## src/rtl/interrupt_request_resolver.sv

```systemverilog
// Purpose: latch IR lines, mask and rotate-resolve priority, own the ISR and EOI/AEOI handling.
// Latency: ir edge -> irr 1 cycle -> int_req 1 more cycle; inta/eoi update state on the next edge.
// Backpressure: none; inta_pulse and eoi_valid are single-cycle strobes and are always accepted.
module interrupt_request_resolver (
  input  logic       clk,
  input  logic       rst,
  input  logic [7:0] ir,
  input  logic       ltim,
  input  logic [7:0] imr,
  input  logic       inta_pulse,
  input  logic       eoi_valid,
  input  logic       eoi_specific,
  input  logic [2:0] eoi_level,
  input  logic       rotate,
  input  logic       aeoi,
  output logic       int_req,
  output logic [7:0] irr,
  output logic [7:0] isr,
  output logic [7:0] priority_oh,
  output logic [2:0] vector_idx,
  output logic [2:0] lowest_prio
);

  // Two INTA pulses form one acknowledge sequence; this tracks which one is next.
  typedef enum logic {
    ACK_IDLE  = 1'b0,
    ACK_WAIT2 = 1'b1
  } ack_state_t;

  ack_state_t ack_state;
  ack_state_t ack_state_nxt;

  logic [7:0] ir_q;
  logic [7:0] candidates;

  logic       win_found;
  logic [2:0] win_idx;
  logic       isr_top_found;
  logic [2:0] isr_top_idx;

  logic       first_ack;
  logic       second_ack;

  logic       eoi_clr_vld;
  logic [2:0] eoi_clr_idx;

  logic [7:0] irr_nxt;
  logic [7:0] isr_nxt;
  logic [2:0] vector_idx_nxt;
  logic [2:0] lowest_prio_nxt;
  logic       int_req_nxt;

  assign candidates = irr & ~imr;
  assign first_ack  = inta_pulse && (ack_state == ACK_IDLE);
  assign second_ack = inta_pulse && (ack_state == ACK_WAIT2);

  // Rotating scan from the level just above lowest_prio. The first candidate wins
  // only if no in-service bit is reached first (or on the same level): fully nested rule.
  always_comb begin
    logic       blocked;
    logic [2:0] idx;
    win_found     = 1'b0;
    win_idx       = 3'd0;
    isr_top_found = 1'b0;
    isr_top_idx   = 3'd0;
    blocked       = 1'b0;
    idx           = 3'd0;
    for (int k = 0; k < 8; k++) begin
      idx = lowest_prio + 3'(k + 1);
      if (!isr_top_found && isr[idx]) begin
        isr_top_found = 1'b1;
        isr_top_idx   = idx;
      end
      if (!win_found && !blocked) begin
        if (isr[idx]) begin
          blocked = 1'b1;
        end else if (candidates[idx]) begin
          win_found = 1'b1;
          win_idx   = idx;
        end
      end
    end
  end

  // One-hot grant of the resolved winner, zero when nothing may interrupt.
  always_comb begin
    priority_oh          = 8'h00;
    priority_oh[win_idx] = win_found;
  end

  // EOI decode: which in-service level, if any, this command retires.
  always_comb begin
    eoi_clr_vld = 1'b0;
    eoi_clr_idx = 3'd0;
    if (eoi_valid) begin
      if (eoi_specific) begin
        eoi_clr_idx = eoi_level;
        eoi_clr_vld = isr[eoi_level];
      end else begin
        eoi_clr_idx = isr_top_idx;
        eoi_clr_vld = isr_top_found;
      end
    end
  end

  // Acknowledge sequence next state: each INTA pulse advances modulo 2.
  always_comb begin
    ack_state_nxt = ack_state;
    if (inta_pulse) begin
      case (ack_state)
        ACK_IDLE:  ack_state_nxt = ACK_WAIT2;
        ACK_WAIT2: ack_state_nxt = ACK_IDLE;
        default:   ack_state_nxt = ACK_IDLE;
      endcase
    end
  end

  // Next values of the request/service registers; ack clear overrides a same-cycle edge,
  // EOI works on the pre-cycle ISR so a bit set by this cycle's first INTA survives.
  always_comb begin
    irr_nxt         = ltim ? ir : (irr | (ir & ~ir_q));
    isr_nxt         = isr;
    vector_idx_nxt  = vector_idx;
    lowest_prio_nxt = lowest_prio;

    if (eoi_clr_vld) begin
      isr_nxt[eoi_clr_idx] = 1'b0;
    end

    if (first_ack) begin
      if (win_found) begin
        irr_nxt[win_idx] = 1'b0;
        isr_nxt[win_idx] = 1'b1;
        vector_idx_nxt   = win_idx;
      end else begin
        vector_idx_nxt   = 3'd7;
      end
    end

    if (second_ack && aeoi) begin
      isr_nxt[vector_idx] = 1'b0;
      if (rotate) begin
        lowest_prio_nxt = vector_idx;
      end
    end

    if (rotate && eoi_clr_vld) begin
      lowest_prio_nxt = eoi_clr_idx;
    end

    int_req_nxt = win_found && (ack_state == ACK_IDLE) && !inta_pulse;
  end

  // State registers with synchronous reset; lowest_prio resets to 7 so IR0 is highest.
  always_ff @(posedge clk) begin
    if (rst) begin
      ir_q        <= 8'h00;
      irr         <= 8'h00;
      isr         <= 8'h00;
      vector_idx  <= 3'd0;
      lowest_prio <= 3'd7;
      int_req     <= 1'b0;
      ack_state   <= ACK_IDLE;
    end else begin
      ir_q        <= ir;
      irr         <= irr_nxt;
      isr         <= isr_nxt;
      vector_idx  <= vector_idx_nxt;
      lowest_prio <= lowest_prio_nxt;
      int_req     <= int_req_nxt;
      ack_state   <= ack_state_nxt;
    end
  end

endmodule
```

## config.mk

```make
export PLATFORM = sky130hd
export DESIGN_NAME = interrupt_request_resolver
export DESIGN_NICKNAME = d
export VERILOG_FILES = /design/src/rtl/interrupt_request_resolver.sv
export SDC_FILE = /design/constraint.sdc
export NUM_CORES = 1
export LEC_CHECK = 0
export CAP_MARGIN = 0
export CORE_AREA = 2 2 96 98
export DETAILED_ROUTE_END_ITERATION = 10
export DIE_AREA = 0 0 98 100
export GPL_ROUTABILITY_DRIVEN = 0
export PLACE_DENSITY_LB_ADDON = 0.25
export SLEW_MARGIN = 10
export SYNTH_ARGS = -nofsm -noshare
export SYNTH_HDL_FRONTEND = slang
export SYNTH_SLANG_ARGS = --single-unit
```

## constraint.sdc

```tcl
create_clock -name clk -period 6.46 [get_ports clk]
set_input_delay 1.292 -clock clk [delete_from_list [all_inputs] [get_ports clk]]
set_output_delay 1.292 -clock clk [all_outputs]
set_load 0.03 [all_outputs]
```

==> results of run 1 <==
[flip-flops by register name, summed over array words and instances, names as in the netlist]
name	count
isr	8
int_req	1
ack_state	1
lowest_prio	3
irr	8
ir_q	8
vector_idx	3
[report_power, final]
group | switching [W] | internal (W)
clock network | 0.0000741 | 0.000114
registers | 0.0000410 | 0.000220
logic | 0.000464 | 0.000297
[synth_stat cells (3+ instances only)]
library cell	number	share of area, %
a311oi_1	10	2.6
nand3_1	12	1.8
mux2_2	11	3.7
a221o_1	4	1.2
a21oi_1	23	3.4
mux2i_1	8	2.4
nand2b_1	16	2.9
o21ai_1	7	1.0
o21ai_0	10	1.5
or4b_1	3	0.88
buf_2	4	0.59
mux4_2	18	12
or2_2	3	0.55
a21boi_0	9	2.0
nand4_1	3	0.55
nor2b_1	10	1.8
a31oi_1	5	0.92
clkbuf_1	12	1.3
nand2_1	14	1.5
nor2_1	29	3.2
inv_1	12	1.3
and3_1	6	1.1
o21a_1	5	1.1
a21o_1	3	0.66
dfxtp_1	32	19
a211oi_1	5	1.1
o31ai_1	8	1.8
o211ai_1	11	2.4
nor3_1	11	1.6
buf_4	3	0.66
[stage by stage]
stage	setup WS (ps)	cells	power, W	hold slack, ps
after CTS	319	549	0.00120	539
final	259	549	0.00121	547
after global routing	103	549	0.00128	566
after global placement	375	541	0.00100	511
after detailed placement	352	541	0.00101	523
after floorplan	520	387	0.000791	471
[critical path: stages]
cell             delay, ps
clkdlybuf4s50_1        420
nand2b_1               220
mux2_1                 330
mux4_2                 530
nor3b_1                220
o21ai_1                240
o21ai_1                110
a221o_1                510
nor3_1                 310
clkdlybuf4s50_1        720
[cells in the final DEF, fill, tap and decap left out, types with 8 or more instances in the layout]
cell type	n
inv_1	12
nand3_1	12
a21boi_0	9
a311oi_1	10
buf_4	14
dfxtp_1	32
o31ai_1	8
nor2b_1	10
clkdlybuf4s50_1	52
mux2i_1	8
mux2_2	11
a21oi_1	23
mux4_2	18
nand2_1	14
nor3_1	11
o21ai_0	10
o211ai_1	11
nand2b_1	16
nor2_1	29
[cells by family after synthesis]
| group | share of synthesized area, % |
|---|---|
| multiplexers | 20.2 |
| buffers and inverters | 5.13 |
| XOR/XNOR | 1.73 |
| adder cells (fa/ha/maj) | 0.737 |
| AO/OA/AOI/OAI | 29.6 |
| flip-flops | 18.9 |
| AND/OR/NAND/NOR | 23.6 |
[area by class of cell]
class / instances / area share, %
clock buffers: 6 / 1.75
clock inverters: 2 / 0.845
inverters: 15 / 1.36
multi-input cells: 317 / 62.2
flip-flops and latches: 32 / 15.4
well taps: 111 / 3.35
repair buffers: 66 / 15.1
[how the worst min path moves through the flow]
stage,startpoint,endpoint,slack [ps]
6_report,ack_state,ack_state,550
4_1_cts,ack_state,int_req,540
3_3_place_gp,ack_state,ack_state,510
5_1_grt,ack_state,ack_state,570
3_5_place_dp,ack_state,int_req,520
2_1_floorplan,ack_state,int_req,470
[layer usage]
layer	track usage, %	part of all wire, %	up-vias
met1	28.4	44	1689
met5	0	0	-
met2	36.2	47	171
met4	8.12	2.5	0
met3	2.37	6.1	27
li1	-	-	1641
==> out/metrics.yaml, run 1 <==
syn_to_final_growth_pct: 22.2
startpoint: "imr[7]"
synth_area_sq_um: 3390
dr.pass1.iters: 5
leakagePower_nw: 1.48
reg2reg_slack_ps: 2200
yosys_warnings: 0
first_global_vias: 3420
fin_nets: 466
setup-tns-final_ps: 0
ctsResizeCount: 0
vdd_drop_max_v: 0.000218
grt_pass1_wl_um: 17100
cts_sinks: 32
ant_nets: 0
slew_viol_final: 0
synth_nets: 416
root_buffer: "clkbuf_8"
clk_path_buf_depth: 2
die_h_um: 100
crit_end: "priority_oh[1]"
r2r_start: "lowest_prio[1]"
drt_iter0_drc: 368
core_area_sq_um: 8890
drive_above_1_share_pct: 16.2
synth_edf_count: 0
reg2regPathDepth: 11
multi_input_area_sq_um: 2580
rsz0062_at_grt: "no"
grt_max_degree: 33
grt_overflow_total: 0
crit_path_start_kind: "input port"
start_util_pct: 38.2
fillerInstances: 858
crit_type: "in2out"
via_count: 3528
hold_violations: 0
syn_area_per_cell_sq_um: 8.77
final-setup-viol-count: 0
fin_crit_sh_pct: 96.0
grtUsageTotal_pct: 21.4
cts_setup_buffers: 0
worst_ep_required_time_ps: 5170
endpoint_kind: "primary output"
regArea_sq_um: 641
grt_antenna_before_repair: 0
final_core_util_pct: 46.7
cts_hold_buffers: 0
relSlewSlack_pct: 23.6
die_w_um: 98
synth_cells: 387
fin_skew_ps: 6.57
fin_crit_ps: 6200
hold_class: "reg2reg"
diodes: 0
via_per_inst: 6.43
max_freq_mhz: 161
cts.htree.levels: 2
ys_async_sr_fraction_pct: 0
drv_cap: 0
row_count: 35
ys_dominant_reg_cell: "dfxtp_1"
critPathArrivalTime_ps: 4910
synth_cell_types: 87
die_area_sq_um: 9800
drcViolationCount: 0
drt-total-wl_um: 10600
tightest_slew_ps: 1140
synth_seq_area_share_pct: 18.9
place_area_sq_um: 4040
port_buffers: 57
final_cell_area_sq_um: 4150
reg2reg_to: "isr[6]"
cp_max_fo: 13
dp_hpwl_um: 8080
hold_depth: 2
powerDensity_nw_per_um2: 292
ioPinCount: 58
cts_buffers: 5
cts_tree: "yes"
path_clk_slew_ps: 60
synth-seq-cells: 32
insertion_delay_ps: 280
status: "completed"
drt-wirelength-per-cell_um: 19.3
Note: power is estimated with default switching activity, not from simulation.
==> inputs of run 2 (changes only) <==
==> constraint.sdc (replaced) <==
create_clock -name clk -period 5.99 [get_ports clk]
set_input_delay 1.4975 -clock clk [delete_from_list [all_inputs] [get_ports clk]]
set_output_delay 1.4975 -clock clk [all_outputs]
set_load 0.03 [all_outputs]
==> run 2 against run 1 <==
Net effect:
- worst setup slack got worse by 150 ps
- count of clock-buffer cells in the layout increased by 2
- register-to-register slack got worse by 110 ps
- final cell count increased by 4.4%
- highest routed layer unchanged
==> out/metrics.yaml, run 2 (synthesized netlist as in run 1, its figures left out) <==
fin_crit_ps: 5880
hold_depth: 1
drv_cap: 0
start_util_pct: 38.2
reg2regPathDepth: 12
drt-total-wl_um: 11000
core_area_sq_um: 8890
drcViolationCount: 0
worst_ep_required_time_ps: 4490
final_cell_mix: "44 x clkdlybuf4s50_1, 35 x buf_4, 32 x dfxtp_1"
row_count: 35
place_area_sq_um: 4210
path_clk_slew_ps: 70
relSlewSlack_pct: 26.3
fillerInstances: 833
path_cells: "clkdlybuf4s50_1 > nand2b_4 > mux4_2 > o211ai_4 > nor4b_4 > or4b_4 > a21o_1 > a31oi_4 > buf_6 > or2_4 > and3_1 > buf_6"
largestRegisters: "ir_q (8), irr (8), isr (8)"
ant_nets: 0
p_switching_w: 0.000666
die_w_um: 98
layout_commonest_cell: "clkdlybuf4s50_1"
clk_path_buf_depth: 2
slew_viol_final: 0
crit_path_start_kind: "input port"
via_count: 3618
cts_hold_buffers: 0
syn_to_final_growth_pct: 32.2
dp.cells: 563
grt_pass1_wl_um: 17500
cts_sinks: 32
status: "completed"
crit_slowest_cell: "or4b_4"
pwr-share-clk_pct: 11.8
drt-wirelength-per-cell_um: 19.2
hold_violations: 0
seqPwrFrac_pct: 20.2
die_h_um: 100
leakagePower_nw: 1.71
drive_above_1_share_pct: 26.6
fin_crit_sh_pct: 98.2
cp_max_fo: 5
diodes: 0
min_from: "ack_state"
instances_no_fill: 573
crit_path_frequent_cell: "buf_6"
comb_power_share_pct: 68.0
crit_type: "in2out"
grt_antenna_before_repair: 0
final-setup-viol-count: 0
p_int_w: 0.000735
grt_overflow_total: 0
cts_buffers: 5
reg2reg_slack_ps: 2090
powerDensity_nw_per_um2: 312
p_total_w: 0.00140
dr.pass1.iters: 5
fin_nets: 490
reg2reg_to: "irr[7]"
cts_tree: "yes"
port_buffers: 57
setup-tns-final_ps: 0
final_cell_area_sq_um: 4490
fin_skew_ps: 7.66
cpPeakStageDelay_ps: 500
r2r_start: "lowest_prio[0]"
grt_max_degree: 33
max_freq_mhz: 170
endpoint_kind: "primary output"
die_area_sq_um: 9800
via_per_inst: 6.31
grtUsageTotal_pct: 21.8
min_to: "int_req"
critPathArrivalTime_ps: 4390
ioPinCount: 58
tightest_slew_ps: 1100
cts.htree.levels: 2
switching_share_pct: 47.5
drt_iter0_drc: 362
hold_class: "reg2reg"
insertion_delay_ps: 270
root_buffer: "clkbuf_8"
first_global_vias: 3478
vdd_drop_max_v: 0.000285
dp_hpwl_um: 8300
## run 2: cell types whose count changed in the layout (fill, tap and decap cells not counted), sizes merged
cell           change
clkbuf             +3
bufinv             -1
buf               +26
clkinv             -1
dlymetal6s2s       +5
clkdlybuf4s50      -8
## run 2: layout make-up
class	instances	area [sq um]	area share (%)
inverter	15	56.3	1.26
tap	111	139	3.10
timing repair buffer	90	821	18.3
multi-input combinational	317	2740	61.1
clock buffer	8	90.1	2.01
sequential	32	641	14.3
## run 2: worst max-delay path: cells and delay by family
family                 cells  cell delay, ps
buffers and inverters      3             750
AO/OA/AOI/OAI              3             500
multiplexers               1             310
AND/OR/NAND/NOR            5            1320
## run 2: worst max-delay path by stage
stage / end / slack (ps) / startpoint
2_1_floorplan: priority_oh[0] / 6 / lowest_prio[1]
3_3_place_gp: priority_oh[5] / -200 / imr[1]
3_5_place_dp: priority_oh[5] / -170 / imr[0]
4_1_cts: priority_oh[6] / 7 / imr[7]
5_1_grt: priority_oh[2] / -20 / imr[7]
6_report: priority_oh[6] / 110 / imr[7]
## run 2: power groups by stage
stage,registers [W],logic (W),clock network [W]
finish,0.000283,0.000953,0.000166
global route,0.000288,0.00102,0.000181
CTS,0.000278,0.000885,0.000171
detailed placement,0.000282,0.000875,0
global placement,0.000282,0.000870,0
floorplan,0.000308,0.000548,0
## run 2: timing repair
item / 4_1_cts / 5_1_grt
gates resized for setup: 5 / 35
setup buffers: 0 / 1
cloned: 0 / 1
pin swaps: 0 / 4
setup endpoints to repair: 5 / 8
## run 2: stage by stage
step | hold WS [ps] | util (%) | worst slack, ps
4_1_cts | 529 | 48.5 | 6.84
3_3_place_gp | 508 | 47.3 | -195
3_5_place_dp | 520 | 47.3 | -174
2_1_floorplan | 471 | - | 6.45
6_report | 538 | 50.5 | 106
5_1_grt | 586 | 50.5 | -16.2
## run 2: routing by layer
layer  track usage, %  share of wire, %  vias up
met5                0                 0        -
met4             8.01               2.8        0
met3             3.55               8.4       33
met2             36.3                47      214
met1             28.7                41     1687
li1                 -                 -     1684
